`src/rtl/mips_pkg.sv`:
```
// Shared types and defaults for the data-memory arbiter slice.
package mips_pkg;

  localparam int ADDR_W_DEF       = 32;
  localparam int DATA_W_DEF       = 32;
  localparam int STARVE_LIMIT_DEF = 4;
  localparam int MAX_BURST_DEF    = 8;

  // Who currently owns the data memory port.
  typedef enum logic {
    OWN_CPU = 1'b0,
    OWN_DBG = 1'b1
  } own_state_t;

  // Bits needed to hold values 0..max_val (at least one bit).
  function automatic int cnt_bits(input int max_val);
    return (max_val < 2) ? 1 : $clog2(max_val + 1);
  endfunction

endpackage

```
`src/rtl/sat_counter.sv`:
```
// Saturating up-counter with synchronous clear; holds at MAX once reached.
module sat_counter
  import mips_pkg::*;
#(
  parameter int MAX = STARVE_LIMIT_DEF,
  parameter int W   = cnt_bits(MAX)
) (
  input  logic         clk,
  input  logic         reset,
  input  logic         i_inc,
  input  logic         i_clr,
  output logic [W-1:0] o_cnt
);

  localparam logic [W-1:0] MAX_V = W'(MAX);

  logic [W-1:0] r_cnt;

  // Clear wins over increment; increment stops at MAX.
  always_ff @(posedge clk) begin
    if (reset) begin
      r_cnt <= '0;
    end else if (i_clr) begin
      r_cnt <= '0;
    end else if (i_inc && (r_cnt != MAX_V)) begin
      r_cnt <= r_cnt + 1'b1;
    end
  end

  assign o_cnt = r_cnt;

endmodule

```
`src/rtl/dmem_arbiter.sv`:
```
// Arbitrates the single-port data memory between the MEM-stage cpu port
// (priority) and the debug/loader port (bounded starvation, bursts).
module dmem_arbiter
  import mips_pkg::*;
#(
  parameter int ADDR_W       = ADDR_W_DEF,
  parameter int DATA_W       = DATA_W_DEF,
  parameter int STARVE_LIMIT = STARVE_LIMIT_DEF,
  parameter int MAX_BURST    = MAX_BURST_DEF
) (
  input  logic              clk,
  input  logic              reset,
  input  logic              cpu_read_en,
  input  logic              cpu_write_en,
  input  logic [ADDR_W-1:0] cpu_addr,
  input  logic [DATA_W-1:0] cpu_wdata,
  output logic [DATA_W-1:0] cpu_rdata,
  output logic              cpu_stall,
  input  logic              dbg_valid,
  input  logic              dbg_write,
  input  logic              dbg_last,
  input  logic [ADDR_W-1:0] dbg_addr,
  input  logic [DATA_W-1:0] dbg_wdata,
  output logic              dbg_ready,
  output logic              dbg_rvalid,
  output logic [DATA_W-1:0] dbg_rdata,
  output logic [ADDR_W-1:0] mem_access_addr,
  output logic [DATA_W-1:0] mem_write_data,
  output logic              mem_write_en,
  output logic              mem_read_en,
  input  logic [DATA_W-1:0] mem_read_data
);

  localparam int SW = cnt_bits(STARVE_LIMIT);
  localparam int BW = cnt_bits(MAX_BURST - 1);
  localparam logic [SW-1:0] STARVE_MAX = SW'(STARVE_LIMIT);
  localparam logic [BW-1:0] LAST_BEAT  = BW'(MAX_BURST - 1);

  own_state_t        r_state;
  logic [BW-1:0]     r_beat;
  logic [SW-1:0]     w_starve;
  logic              w_cpu_req;
  logic              w_force;
  logic              w_cpu_grant;
  logic              w_dbg_grant;
  logic              w_starve_inc;
  logic              w_starve_clr;
  logic              w_burst_end;
  logic              w_dbg_rd;
  logic              r_dbg_rvalid;
  logic [DATA_W-1:0] r_dbg_rdata;

  assign w_cpu_req   = cpu_read_en | cpu_write_en;
  assign w_force     = dbg_valid & (w_starve == STARVE_MAX);
  assign w_burst_end = dbg_last | (r_beat == LAST_BEAT);
  assign w_dbg_rd    = w_dbg_grant & ~dbg_write;

  // Grant decision: cpu first unless dbg has starved; dbg owns during a burst
  // but hands the port back in the very cycle it stops presenting beats.
  always_comb begin
    w_cpu_grant = 1'b0;
    w_dbg_grant = 1'b0;
    if (r_state == OWN_CPU) begin
      w_cpu_grant = w_cpu_req & ~w_force;
      w_dbg_grant = ~w_cpu_grant & dbg_valid;
    end else begin
      w_dbg_grant = dbg_valid;
      w_cpu_grant = ~dbg_valid & w_cpu_req;
    end
  end

  // Starvation only accumulates while dbg waits behind a cpu grant.
  assign w_starve_inc = (r_state == OWN_CPU) & w_cpu_grant & dbg_valid;
  assign w_starve_clr = ~w_starve_inc;

  sat_counter #(
    .MAX (STARVE_LIMIT),
    .W   (SW)
  ) u_starve (
    .clk   (clk),
    .reset (reset),
    .i_inc (w_starve_inc),
    .i_clr (w_starve_clr),
    .o_cnt (w_starve)
  );

  // Memory port mux; a simultaneous cpu read+write is treated as a write.
  always_comb begin
    mem_access_addr = '0;
    mem_write_data  = '0;
    mem_write_en    = 1'b0;
    mem_read_en     = 1'b0;
    if (w_cpu_grant) begin
      mem_access_addr = cpu_addr;
      mem_write_data  = cpu_wdata;
      mem_write_en    = cpu_write_en;
      mem_read_en     = cpu_read_en & ~cpu_write_en;
    end else if (w_dbg_grant) begin
      mem_access_addr = dbg_addr;
      mem_write_data  = dbg_wdata;
      mem_write_en    = dbg_write;
      mem_read_en     = ~dbg_write;
    end
  end

  assign cpu_stall  = w_cpu_req & ~w_cpu_grant;
  assign cpu_rdata  = mem_read_data;
  assign dbg_ready  = w_dbg_grant;
  assign dbg_rvalid = r_dbg_rvalid;
  assign dbg_rdata  = r_dbg_rdata;

  // Ownership FSM with inline burst beat counter.
  always_ff @(posedge clk) begin
    if (reset) begin
      r_state <= OWN_CPU;
      r_beat  <= '0;
    end else if (r_state == OWN_CPU) begin
      if (w_dbg_grant && !dbg_last) begin
        r_state <= OWN_DBG;
        r_beat  <= BW'(1);
      end
    end else begin
      if (dbg_valid && !w_burst_end) begin
        r_beat <= r_beat + 1'b1;
      end else begin
        r_state <= OWN_CPU;
        r_beat  <= '0;
      end
    end
  end

  // Registered dbg read response; data holds between accepted reads.
  always_ff @(posedge clk) begin
    if (reset) begin
      r_dbg_rvalid <= 1'b0;
      r_dbg_rdata  <= '0;
    end else begin
      r_dbg_rvalid <= w_dbg_rd;
      if (w_dbg_rd) begin
        r_dbg_rdata <= mem_read_data;
      end
    end
  end

endmodule

```
`config.mk`:
```
export PLATFORM = sky130hd
export DESIGN_NAME = dmem_arbiter
export DESIGN_NICKNAME = d
export VERILOG_FILES = /design/src/rtl/mips_pkg.sv /design/src/rtl/sat_counter.sv /design/src/rtl/dmem_arbiter.sv
export SDC_FILE = /design/constraint.sdc
export NUM_CORES = 1
export LEC_CHECK = 0
export ABC_AREA = 1
export ABC_CLOCK_PERIOD_IN_PS = 3200
export CAP_MARGIN = 10
export CORE_AREA = 3 3 114 116
export CTS_BUF_LIST = sky130_fd_sc_hd__clkbuf_8 sky130_fd_sc_hd__clkbuf_16
export CTS_CLUSTER_DIAMETER = 30
export DETAILED_ROUTE_END_ITERATION = 10
export DIE_AREA = 0 0 117 119
export GPL_TIMING_DRIVEN = 0
export PLACE_DENSITY = 0.71
export SLEW_MARGIN = 25
export SYNTH_ARGS = -nofsm -noshare
export SYNTH_HDL_FRONTEND = slang
export SYNTH_SLANG_ARGS = --single-unit
```
`constraint.sdc`:
```
create_clock -name clk -period 3.2 [get_ports clk]
set_input_delay 0.64 -clock clk [delete_from_list [all_inputs] [get_ports clk]]
set_output_delay 0.64 -clock clk [all_outputs]
set_load 0.02 [all_outputs]
```
* Word level (Yosys, flattened, before mapping)
Cells that the tools add are included.
Cells by class: add/sub/neg operators 2, equality and inequality tests 3, muxes and demuxes 16, bitwise gates (word level) 19, reduce and logical (&&, ||, !) cells 7
Operators by type and width (count):
- 2-to-1 mux 32 bit | 4
- bitwise AND 1 bit | 9
- 2-to-1 mux 1 bit | 9
- 2-to-1 mux 3 bit | 3
- inverter 1 bit | 8
- adder 3 x 1 -> 3 bit, second input constant | 2
- == test 3 bit, second input constant | 2
- logical AND 1 bit | 3
- != test 3 bit, second input constant | 1
- zero test 1 bit | 2
- bitwise OR 1 bit | 2
- nonzero test 2 bit | 1
- OR reduction 2 bit | 1
Word-level totals: bits in registers 40, input port bits 167, output and inout bits 133, logic and storage cells 52

* Depth between registers and ports, before layout
Gate-level depths: netlist of run 1.
depth after elaboration 10, depth in mapped cells 10, gate-level depth less buffers 8

* By module
From an unflattened synthesis of run 1, not the netlist that was laid out.
Second synthesis, totals: cell total of the unflattened synthesis 585, area, all modules 3206.8 um^2
Modules (own cells, without submodules):
- dmem_arbiter | instances 1, cells an instance 559, area an instance 3037.9 um^2, sequential area each 740.7 um^2
- sat_counter | instances 1, cells an instance 26, area an instance 168.9 um^2, sequential area each 60.1 um^2

* Worst setup path before layout of run 1
OpenSTA, ideal clock, no wires.
kind input port to output port, start in cpu_write_en, end out mem_access_addr[0], arrival 1.579 ns, required time 2.560 ns, setup slack 0.981 ns, stages on the path 9, path buffers 2, cells stage by stage inv_1 > nand2_1 > nand3_4 > nand2_2 > inv_2 > buf_4 > buf_2 > nand2_1 > nand2_1
On the way: word-level cells in the longest chain between the ends 7, elaborated cells between the ends (all ways) 9, those cells by class 4 x mux; 5 x bitwise
Ends and longest elaborated chain:
- start, declared | RTL line dmem_arbiter.sv:14 | input logic cpu_write_en,
- bitwise OR 1 bit (*) | RTL line dmem_arbiter.sv:53 | assign w_cpu_req = cpu_read_en | cpu_write_en;
- bitwise AND 1 bit | RTL line dmem_arbiter.sv:64 | w_cpu_grant = w_cpu_req & ~w_force;
- inverter 1 bit | RTL line dmem_arbiter.sv:65 | w_dbg_grant = ~w_cpu_grant & dbg_valid;
- bitwise AND 1 bit | RTL line dmem_arbiter.sv:65
- 2-to-1 mux 1 bit | RTL line dmem_arbiter.sv:63 | if (r_state == OWN_CPU) begin
- 2-to-1 mux 32 bit | RTL line dmem_arbiter.sv:98 | end else if (w_dbg_grant) begin
- 2-to-1 mux 32 bit (*) | RTL line dmem_arbiter.sv:93 | if (w_cpu_grant) begin
- end, declared | RTL line dmem_arbiter.sv:27 | output logic [ADDR_W-1:0] mem_access_addr,
Mark *: on every way between the ends. The rest lies on a longest branch, timed or not.

* Worst setup path in the final report of run 1
start in dbg_valid, end out mem_write_data[5]
On the way: word-level cells in the longest chain between the ends 8, elaborated cells between the ends (all ways) 11, those cells by class 4 x mux; 7 x bitwise
Ends and longest elaborated chain:
- start, declared | RTL line dmem_arbiter.sv:19 | input logic dbg_valid,
- bitwise AND 1 bit | RTL line dmem_arbiter.sv:54 | assign w_force = dbg_valid & (w_starve == STARVE_MAX);
- inverter 1 bit | RTL line dmem_arbiter.sv:64
- bitwise AND 1 bit | RTL line dmem_arbiter.sv:64
- inverter 1 bit | RTL line dmem_arbiter.sv:65
- bitwise AND 1 bit | RTL line dmem_arbiter.sv:65
- 2-to-1 mux 1 bit | RTL line dmem_arbiter.sv:63
- 2-to-1 mux 32 bit | RTL line dmem_arbiter.sv:98
- 2-to-1 mux 32 bit (*) | RTL line dmem_arbiter.sv:93
- end, declared | RTL line dmem_arbiter.sv:28 | output logic [DATA_W-1:0] mem_write_data,
Marks and branches as above.

==> qor.yml, run 1 <==
floorplan:
  die_h_um: 119
  fp.dieW_um: 117
  rows: 40
  ios: 300
  initial_core_util_pct: 26.7
  coreArea_um2: 12000
  dieArea_um2: 13900
yosys:
  syn_nets: 745
  synth_top_area_cell: "dfxtp_1"
  syn_inst: 574
  yosys.cell_types.count: 23
  synth_area_um2: 3200
  async_flop_share_pct: 0
  ys_seq_area_share_pct: 25.0
  synth-main-ff-cell: "dfxtp_1"
  ys_ff_latch: 40
  synthTopCellsByCount: "nand2_1 (204), inv_1 (104), nand3_1 (66)"
  syn_avg_cell_area_um2: 5.58
  yosys_warnings: 0
  synth.most_common_cell: "nand2_1"
  synth_edf_count: 0
  synth_top_area_share_pct: 25.0
  synth.area.top_cells: "dfxtp_1 (25%), nand2_1 (24%), inv_1 (12%)"
global_route:
  grt_usage_pct: 20.8
  grt_pass1_wl_um: 22300
  antenna_found_initial: 1
  overflow: 0
  grtUsageMet3_pct: 7.37
  gr-usage-met1_pct: 23.4
  grt_max_degree: 12
  grt_pass1_vias: 4142
  grt_busiest_layer: "met2"
  met2_usage_pct: 37.1
power:
  leakage_nw: 3.29
  vdd_drop_max_uv: 255
  power_density_nw_per_um2: 284
timing:
  drv_slew: 0
  finalCriticalPeriod_ps: 3100
  grt_setup_unrepaired: "false"
  final.setup.tns_ps: 0
  slew_headroom_pct: 67.0
  hold_viol: 0
  finalCritPeriodShare_pct: 96.9
  fin_skew_ps: 5.20
  worst_pin_slew_ps: 495
  setup_viol_count_final: 0
  clock.fmax_mhz: 322
place:
  place.gp.congestion: 0.847
  placed_area_um2: 6380
  io_buffer_count: 299
  dp.final_hpwl_um: 13200
setup_path:
  reg2reg_from: "u_starve.o_cnt[0]"
  crit_start: "dbg_valid"
  worstPathArrival_ps: 2460
  critPathCaptureType: "primary output"
  crit_fanout: 10
  critPathRequiredTime_ps: 2560
  startpoint_type: "primary input"
  criticalPathCategory: "in2out"
cts:
  cts_root_buffer: "clkbuf_16"
  clk_latency_ps: 270
  cts.path.max_buffers: 2
  cts_tree: "yes"
  cts_buffers: 5
  clock_sinks: 40
  htreeDepth: 2
  clkTransAtPathRegs_ps: 50
cells_and_area:
  area_growth_pct: 103
  drive_gt1_share_pct: 11.1
  multi_input_area_um2: 1620
  fin_nets: 1055
  final_area_um2: 6500
  fillers: 1227
  ff_latch_area_um2: 801
hold_path:
  hp-class: "reg2reg"
  min_from: "u_starve.o_cnt[0]"
run:
  drv_cap: 0
detailed_routing:
  ant_nets: 0
  drt_iter0_drc: 212
  num_vias: 4476
  remaining_drc_errors: 0
  dr.pass1.iters: 4
  routed_wl_um: 15800
  vias_per_cell: 4.33
  wire_per_inst_um: 15.3
run_status:
  outcome: "complete, no violations"
==> per-stage QoR <==
| step | setup WS, ps | util, % | std cells | power (mW) | hold slack (ps) |
|---|---|---|---|---|---|
| 6_report | 98.1 | 54.1 | 1033 | 1.85 | 449 |
| 3_5_place_dp | -525 | 53.1 | 1020 | 1.42 | 447 |
| 2_1_floorplan | 981 | - | 574 | 0.911 | 427 |
| 4_1_cts | -18.1 | 54.2 | 1028 | 1.87 | 455 |
| 3_3_place_gp | -505 | 53.1 | 1020 | 1.42 | 446 |
| 5_1_grt | 0.0981 | 54.1 | 1033 | 1.95 | 482 |
==> flip-flops by register name, summed over array words and instances (netlist names) <==
signal,count
dbg_rdata,32
dbg_rvalid,1
r_beat,3
r_state,1
u_starve.o_cnt,3
==> kinds of logic (layout without fill, tap and decap cells) <==
family / after synthesis / count (layout) / share of synthesized area [%]
AO/OA/AOI/OAI: 7 / 7 / 1.25
AND/OR/NAND/NOR: 347 / 347 / 46.7
adder cells (fa/ha/maj): 4 / 4 / 1.56
buffers and inverters: 176 / 487 / 25.5
other: 0 / 1 / 0
flip-flops: 40 / 40 / 25.0
==> path summary, 6_finish.rpt <==
path	end	slack (ps)	cells after the start
worst max-delay path	mem_write_data[5]	100	10
worst min-delay path	u_starve.o_cnt[0]	450	1
worst max register to register	dbg_rdata[21]	1580	10
worst min register to register	u_starve.o_cnt[0]	450	1
==> power breakdown <==
part / internal (mW) / total, mW / switching, mW / leakage [nW]
combinational: 0.421 / 0.838 / 0.417 / 2.89
clock: 0.304 / 0.486 / 0.181 / 0.0795
sequential: 0.517 / 0.526 / 0.00910 / 0.325
==> critical path, stage by stage <==
cell and delay (ps):
clkdlybuf4s50_1 540, nand3_1 140, nand3_4 160, nand2_4 80, inv_2 60, buf_4 180, buf_4 190, nand2_1 70
nand2_1 70, clkdlybuf4s15_1 340
==> repair_timing <==
action,in CTS,in global routing
pin swaps,0,1
hold buffers,0,0
endpoints found under the hold margin,0,0
endpoints found under the setup margin,68,50
setup buffers,0,4
resized for setup,107,35
==> layout make-up <==
cell class	instances	area share, %
Buffer	69	6.83
Clock inverter	2	0.115
Multi-Input combinational cell	358	24.9
Tap cell	147	2.83
Clock buffer	6	2.14
Antenna cell	1	0.0385
Inverter	107	6.18
Timing Repair Buffer	303	44.7
Sequential cell	40	12.3
==> layout by cell type (no fill, tap or decap), drive strengths merged <==
master	Yosys	final
a21oi	4	4
buf	58	58
clkbuf	11	37
clkdlybuf4s15	0	17
clkdlybuf4s50	0	231
clkinv	2	2
dfxtp	40	40
diode	0	1
dlygate4sd2	0	35
ha	4	4
inv	105	107
nand2	205	205
nand3	68	68
nand4	33	33
nor2	38	38
nor3	1	1
nor3b	1	1
o211ai	1	1
o21a	1	1
o21ai	1	1
or2	1	1
==> layer usage <==
metal / share of wire (%) / wire, um / vias to the layer above
met3: 11 / 1700 / 14
met2: 48 / 7610 / 190
met4: 1.7 / 272 / 0
met5: 0 / 0 / -
met1: 39 / 6220 / 1943
li1: - / - / 2329
No activity file was read; power rests on OpenSTA's default activity.
==> run 2: changes to the inputs <==
--- a/config.mk
+++ b/config.mk
@@ -15,7 +15,6 @@
 export DIE_AREA = 0 0 117 119
 export GPL_TIMING_DRIVEN = 0
 export PLACE_DENSITY = 0.71
-export SLEW_MARGIN = 25
 export SYNTH_ARGS = -nofsm -noshare
 export SYNTH_HDL_FRONTEND = slang
 export SYNTH_SLANG_ARGS = --single-unit
==> results of run 2 <==
The final DEF is identical to that of run 1; final timing and power are the same.
==> variant (settings of run 1) <==
Put one more register stage on the output `dbg_rdata`. The value now appears one clock later. The other outputs are not delayed to match.
--- a/src/rtl/dmem_arbiter.sv
+++ b/src/rtl/dmem_arbiter.sv
@@ -107,7 +107,9 @@
   assign cpu_rdata  = mem_read_data;
   assign dbg_ready  = w_dbg_grant;
   assign dbg_rvalid = r_dbg_rvalid;
-  assign dbg_rdata  = r_dbg_rdata;
+  always_ff @(posedge clk) begin
+    dbg_rdata <= r_dbg_rdata;
+  end
 
   // Ownership FSM with inline burst beat counter.
   always_ff @(posedge clk) begin
Behaviour: not the same (Yosys sat finds a counterexample within 4 cycles, from zero or initial values and one cycle with reset high).
==> variant against run 1 <==
- synthesized area rose by 9.5%
- power rose by 66%
- routed wire length rose by 11%
- non-clock buffer count is 18 lower
- count of clock-buffer cells in the layout is 5 higher
- sequential cell count up 32
- final area increased by 7.9%
- global-route usage rose by 3.5 points
- setup slack lost 21 ps
==> variant: results <==
group,metric,value,unit
placement,dpl_cell_area,6680,sq um
cells_and_area,num-fill-cells,1106,
critical_path,endpoint,"mem_write_data[10]",
clocking,cts_resized,90,
logic_synthesis,synth_nets,636,
grt,grt_usage,24.3,%
hold_path,hold-path-endpoint,"dbg_rdata[24]$_DFF_P_",
critical_path,r2r-end,"r_dbg_rdata[30]$_SDFFE_PP0P_",
run_status,outcome,"complete, no violations",
hold_path,min-delay-start,"r_dbg_rdata[24]$_SDFFE_PP0P_",
routing,drt-met1-wl,6820,microns
cells_and_area,finalNonFillerCells,926,
logic_synthesis,synth_fa_ha_area_share,1.43,%
timing,hold_ws,348,ps
routing,via_count,4116,
logic_synthesis,synthCells,465,
logic_synthesis,synthMuxAreaShare,0,%
critical_path,rrSetupSlack,1540,ps
grt,use_met2,40.8,%
cells_and_area,reg.largest.list,"dbg_rdata x32, r_dbg_rdata x32",
cells_and_area,drive_gt1_share,11.9,%
clocking,numCtsBuffers,9,
grt,grt_max_degree,13,
placement,port_buffers,298,
power,p_leak,3.36,nW
routing,wl_met3,2130,microns
logic_synthesis,yosys.area_share.xor_xnor,0,%
clocking,cts-htree-levels,3,
logic_synthesis,synth_area_leaders,"dfxtp_1 (41%), a22o_1 (16%), inv_1 (11%)",
clocking,clk_latency,330,ps
critical_path,r2r_start,"u_starve.o_cnt[0]$_SDFFE_PP0P_",
logic_synthesis,synth-compound-area-share,17.0,%
cells_and_area,antennaDiodeCount,0,
hold_path,holdPathStages,0,
routing,initialDrtViolationCount,150,
grt,antenna_found_initial,3,
placement,place_hpwl,14600,microns
routing,firstDrtPassIters,5,
critical_path,startpoint,"cpu_read_en",
logic_synthesis,synth_common_cells,"inv_1 (106), nand2_1 (104), dfxtp_1 (72)",
timing,tightest_slew,429,ps
placement,gp_congestion,0.928,
cells_and_area,finalNetCount,945,
placement,place_inst,910,
grt,grt_use_met3,9.65,%
logic_synthesis,ys_seq_area_share,41.1,%
routing,maxUsedRoutingLayer,"met5",
grt,grt_pass1_wl,24400,microns
timing,period_minus_slack,3120,ps
## variant: layout make-up
class,instances,area (sq um),area share (%)
clock buffer,11,253,3.60
tap,147,184,2.62
buffer,56,412,5.87
clock inverter,5,150,2.14
timing repair buffer,298,2910,41.5
inverter,108,405,5.78
sequential,72,1440,20.5
multi-input combinational,229,1260,18.0
## variant: power by group through the flow
stage | clock network [mW] | registers [mW] | logic [mW]
2_1_floorplan | 0 | 0.984 | 0.330
6_report | 1.32 | 0.946 | 0.809
4_1_cts | 1.34 | 0.946 | 0.817
3_3_place_gp | 0 | 0.963 | 0.850
5_1_grt | 1.38 | 0.949 | 0.857
3_5_place_dp | 0 | 0.965 | 0.852
## variant: worst max-delay path, cell delays in order
cell	delay (ps)
clkdlybuf4s50_1	400
inv_1	120
nand2_1	130
nand3_2	110
nand2_2	80
inv_2	90
buf_4	180
buf_4	210
a22o_1	200
clkdlybuf4s15_1	320
